## src/rtl/riscv_rvalid_stall.sv

```systemverilog
// OBI response-phase staller: queues memory responses in order and releases each
// to the core once its per-entry delay has elapsed at the head of the queue.
module riscv_rvalid_stall #(
  parameter int DEPTH      = 4,
  parameter int DATA_WIDTH = 32
) (
  input  logic                         clk_i,
  input  logic                         rst_ni,
  input  logic                         rvalid_mem_i,
  input  logic [DATA_WIDTH-1:0]        rdata_mem_i,
  input  logic                         err_mem_i,
  output logic                         rvalid_core_o,
  output logic [DATA_WIDTH-1:0]        rdata_core_o,
  output logic                         err_core_o,
  input  logic                         en_stall_i,
  input  logic [31:0]                  stall_mode_i,
  input  logic [31:0]                  max_stall_i,
  input  logic [31:0]                  rvalid_stall_i,
  output logic [$clog2(DEPTH+1)-1:0]   count_o,
  output logic                         overflow_o
);
  localparam int PW = (DEPTH > 1) ? $clog2(DEPTH) : 1;
  localparam int CW = $clog2(DEPTH+1);
  localparam logic [31:0] STANDARD = 32'd0;
  localparam logic [31:0] RANDOM   = 32'd1;

  logic [DATA_WIDTH-1:0] data_q [DEPTH];
  logic                  err_q  [DEPTH];
  logic [31:0]           dly_q  [DEPTH];
  logic [PW-1:0]         wptr, rptr;
  logic [CW-1:0]         count;
  logic [31:0]           timer, dly_in;
  logic                  overflow, head_valid, pop, push, full;

  function automatic logic [PW-1:0] inc(input logic [PW-1:0] p);
    return (p == PW'(DEPTH-1)) ? '0 : p + PW'(1);
  endfunction

  // RANDOM draws from the simulator RNG; a synthesized build sees delay 0 there.
  always_comb begin
    dly_in = '0;
    if (en_stall_i) begin
      if (stall_mode_i == STANDARD) dly_in = rvalid_stall_i;
`ifndef SYNTHESIS
      else if (stall_mode_i == RANDOM) dly_in = $urandom_range(max_stall_i, 0);
`endif
    end
  end

  assign head_valid    = (count != '0);
  assign pop           = head_valid && (timer == '0);
  assign full          = (count == CW'(DEPTH));
  assign push          = rvalid_mem_i && (!full || pop);
  assign rvalid_core_o = pop;
  assign rdata_core_o  = pop ? data_q[rptr] : '0;
  assign err_core_o    = pop & err_q[rptr];
  assign count_o       = count;
  assign overflow_o    = overflow;

  always_ff @(posedge clk_i) begin
    if (push) begin
      data_q[wptr] <= rdata_mem_i;
      err_q[wptr]  <= err_mem_i;
      dly_q[wptr]  <= dly_in;
    end
  end

  always_ff @(posedge clk_i) begin
    if (!rst_ni) begin
      wptr     <= '0;
      rptr     <= '0;
      count    <= '0;
      timer    <= '0;
      overflow <= 1'b0;
    end else begin
      if (push) wptr <= inc(wptr);
      if (pop)  rptr <= inc(rptr);
      if (push && !pop)      count <= count + CW'(1);
      else if (pop && !push) count <= count - CW'(1);
      if (rvalid_mem_i && !push) overflow <= 1'b1;
      // Timer is reloaded whenever a new entry reaches the head.
      if (pop) begin
        if (count > CW'(1)) timer <= dly_q[inc(rptr)];
        else if (push)      timer <= dly_in;
      end else if (!head_valid) begin
        if (push) timer <= dly_in;
      end else if (timer != '0) begin
        timer <= timer - 32'd1;
      end
    end
  end

`ifndef SYNTHESIS
  always_ff @(posedge clk_i) begin
    if (rst_ni && rvalid_mem_i && !push)
      $warning("riscv_rvalid_stall: response dropped, queue full");
  end
`endif

endmodule

```

## config.mk

```make
export PLATFORM = sky130hd
export DESIGN_NAME = riscv_rvalid_stall
export DESIGN_NICKNAME = d
export VERILOG_FILES = /design/src/rtl/riscv_rvalid_stall.sv
export SDC_FILE = /design/constraint.sdc
export NUM_CORES = 1
export LEC_CHECK = 0
export BUFFER_PORTS_ARGS = -buffer_cell sky130_fd_sc_hd__buf_2
export CORE_MARGIN = 5
export CORE_UTILIZATION = 30
export DETAILED_ROUTE_END_ITERATION = 8
export GPL_ROUTABILITY_DRIVEN = 0
export PLACE_DENSITY = 0.49
export SLEW_MARGIN = 20
export SYNTH_ARGS = -nofsm -noshare
export SYNTH_HDL_FRONTEND = slang
export SYNTH_SLANG_ARGS = --single-unit
export TNS_END_PERCENT = 20
```

## constraint.sdc

```tcl
create_clock -name clk_i -period 12.74 [get_ports clk_i]
set_clock_uncertainty 0.1 [all_clocks]
set_input_delay 1.274 -clock clk_i [delete_from_list [all_inputs] [get_ports clk_i]]
set_output_delay 1.274 -clock clk_i [all_outputs]
set_load 0.01 [all_outputs]
```

==> results_dict.tcl <==
set metrics [dict create \
    crit_slowest_cell "nor4_4" \
    synth.distinct_cells 54 \
    grt_setup_unrepaired "no" \
    synth-seq-cells 302 \
    total_leakage_power_uw 0.00555 \
    grt.overflow.total 0 \
    clock_latency_ns 0.55 \
    synth_top_area_share_pct 59.7 \
    first_iter_violations 491 \
    wire_per_inst_um 20.2 \
    fp-row-count 76 \
    crit_type "flip-flop to output pin" \
    cp_data_arrival_time_ns 4.03 \
    final_hold_viol_count 0 \
    r2r_cells 10 \
    nNetsFinal 1174 \
    post_drt_via_cell_ratio 4.90 \
    io_pins 171 \
    cts_buffer_depth 3 \
    synth_area_leaders "edfxtp_1 60%, mux4_2 11%, dfxtp_1 6.4%" \
    async_flop_share_pct 0 \
    timing.hold.ws_ns 0.385 \
    syn_nets 1034 \
    die_area_um2 47900 \
    grt.total_usage_pct 13.9 \
    ir_drop_v 0.000104 \
    crit_path_frequent_cell "buf_4" \
    synthFlopType "edfxtp_1" \
    cts_tree "built" \
    vias 8052 \
    required_ns 11.37 \
    grt_pass1_vias 8437 \
    netlist_area_um2 13100 \
    synthesis.instances 890 \
    ant_nets 0 \
    final_core_util_pct 36.4 \
    die_w_um 219 \
    postCtsSetupRepairBufs 0 \
    grt_max_degree 62 \
    r2r_slack_ns 7.96 \
    postSynthAreaPerCell_um2 14.7 \
    drv_slew 0 \
    grt_pass1_wl_um 51200 \
    drt-total-wl_um 33200 \
    tns_ns 0 \
    regToRegEndpoint "err_q[2]" \
    hold_path_class "flip-flop to flip-flop" \
    path_cells "inv_1 > ha_1 > nor2b_2 > buf_4 > or3_1 > nor4_4 > buf_4 > and2_1 > buf_2" \
    core-area_um2 43100 \
    max_stage_delay_ns 0.80 \
    drive_above_1_share_pct 28.3 \
    powerDensity_nw_per_um2 197 \
    port-buffer-count 138 \
    setup_viol 0 \
    max_slew_margin_pct 28.1 \
    min_to "overflow_o" \
    worstMarginPinSlew_ns 1.08 \
    fin_crit_ns 5.40 \
    synth_top_area_cell "edfxtp_1" \
    syn2layout_area_growth_pct 19.7 \
    hold_depth 2 \
    yosysSeqAreaShare_pct 66.1 \
    fin_cells 1642 \
    hp-start "overflow_o" \
    ctsResizeCount 0 \
    cp_top_family "simple AND/OR/NAND/NOR gates" \
    critPathCaptureType "output pin" \
    post-route-period-util_pct 42.4 \
    clock_sinks 302 \
    clk_pin_slew_ns 0.06 \
    synth_edf_count 260 \
    antenna_found_initial 4 \
    path_max_fanout 49 \
    cts-root-buf "clkbuf_16" \
    max_freq_ghz 0.185 \
    status "complete, no violations" \
    yosysMostFrequentCell "edfxtp_1" \
    cts_buffers 36 \
    die_h_um 219 \
    start_kind "flip-flop" \
    crit_buf_inv 4 \
    worstReg2RegStart "count_o[0]" \
    synth_common_cells "260 x edfxtp_1, 73 x and2_1, 69 x nand2_1, 65 x mux4_2, 47 x clkbuf_1" \
    first_pass_iters 5 \
    place_inst 1577 \
    dpl.hpwl_um 20200 \
    ys_warn_count 0 \
    h-tree-depth 2 \
    cts_hold_buf 0 \
    route.detailed.drc 0 \
    maxCapViolations 0 \
    initial_utilization_pct 30.4 \
]
## flip-flops by register name (all words and copies together) (netlist names), named ones only
| register | flops |
|---|---|
| count_o | 3 |
| data_q | 128 |
| dly_q | 128 |
| err_q | 4 |
| overflow_o | 1 |
| rptr | 2 |
| timer | 32 |
| wptr | 2 |
## how the worst max path moves through the flow
stage | from | endpoint | cells past startpoint
finish | count_o[0] | rdata_core_o[14] | 9
global route | count_o[0] | rdata_core_o[14] | 9
CTS | count_o[0] | rdata_core_o[14] | 9
detailed placement | rvalid_mem_i | data_q[0][24] | 7
global placement | rvalid_mem_i | data_q[0][24] | 7
floorplan | rvalid_mem_i | data_q[3][0] | 8
## routing by layer
metal	up-vias	routed length, um	track usage, %
met5	-	51	0
met4	8	897	5.02
met3	63	1670	3.26
met2	183	16200	23.0
met1	4034	14300	17.9
li1	3764	-	-
## report_power, final
group | internal (uW) | total [uW] | leakage, uW | switching (uW)
Clock | 610 | 1020 | 0.000578 | 414
Combinational | 300 | 792 | 0.00207 | 492
Sequential | 1190 | 1270 | 0.00290 | 77.3
Total | 2100 | 3090 | 0.00555 | 983
## cell usage in the layout (no fill, tap or decap), types with 3 or more instances in the layout
| cell | count |
|---|---|
| clkbuf_8 | 4 |
| mux2i_1 | 9 |
| nor2b_1 | 4 |
| buf_4 | 18 |
| and3_1 | 4 |
| bufinv_16 | 3 |
| clkbuf_1 | 5 |
| o22ai_1 | 7 |
| inv_1 | 10 |
| nor2_1 | 39 |
| a22oi_1 | 3 |
| nor3_1 | 21 |
| nor4_1 | 17 |
| clkbuf_16 | 36 |
| o31a_1 | 3 |
| a211oi_1 | 6 |
| nand2_1 | 69 |
| and2_1 | 69 |
| clkinv_2 | 6 |
| o21ai_0 | 41 |
| o21a_1 | 11 |
| clkinv_1 | 3 |
| xor2_1 | 5 |
| or4_1 | 3 |
| a31oi_1 | 15 |
| mux4_2 | 65 |
| ha_1 | 11 |
| buf_2 | 138 |
| nand3_1 | 14 |
| a21oi_1 | 39 |
| mux2_2 | 4 |
| or3_1 | 6 |
| a21boi_0 | 5 |
| dfxtp_1 | 41 |
| a221oi_1 | 6 |
| edfxtp_1 | 260 |
| a21o_1 | 3 |
| clkinvlp_4 | 3 |
| o211ai_1 | 10 |
| and2_4 | 4 |
## layout make-up
cell class,count,area [um^2]
Sequential cell,302,8650
Timing Repair Buffer,156,826
Clock inverter,19,213
Antenna cell,1,2.50
Multi-Input combinational cell,522,4220
Tap cell,585,732
Inverter,12,45.0
Clock buffer,45,975
Fill cell,4153,27400
## per-stage QoR
| step | cell area [um^2] | setup WS, ns | power, uW |
|---|---|---|---|
| floorplan | 13100 | 8.01 | 1840 |
| global placement | 14500 | 7.57 | 2080 |
| detailed placement | 14500 | 7.56 | 2090 |
| CTS | 15700 | 7.24 | 3130 |
| global route | 15700 | 7.07 | 3260 |
| finish | 15700 | 7.34 | 3090 |
## kinds of logic after synthesis
kind of cell / count (synthesis) / synth area share, %
and+or+nand+nor: 265 / 10.5
adders and majority gates: 11 / 1.05
muxes: 78 / 12.2
xor gates and xnor gates: 7 / 0.469
buffers and inverters: 66 / 1.91
DFF: 302 / 66.1
AOI/OAI and AO/OA: 161 / 7.74
## tightest hold or removal path: stages, from the launching register on
cell and delay (ns):
dfxtp_1 0.32, a21oi_1 0.04, nor2b_1 0.09
No activity file was read; power rests on OpenSTA's default activity.
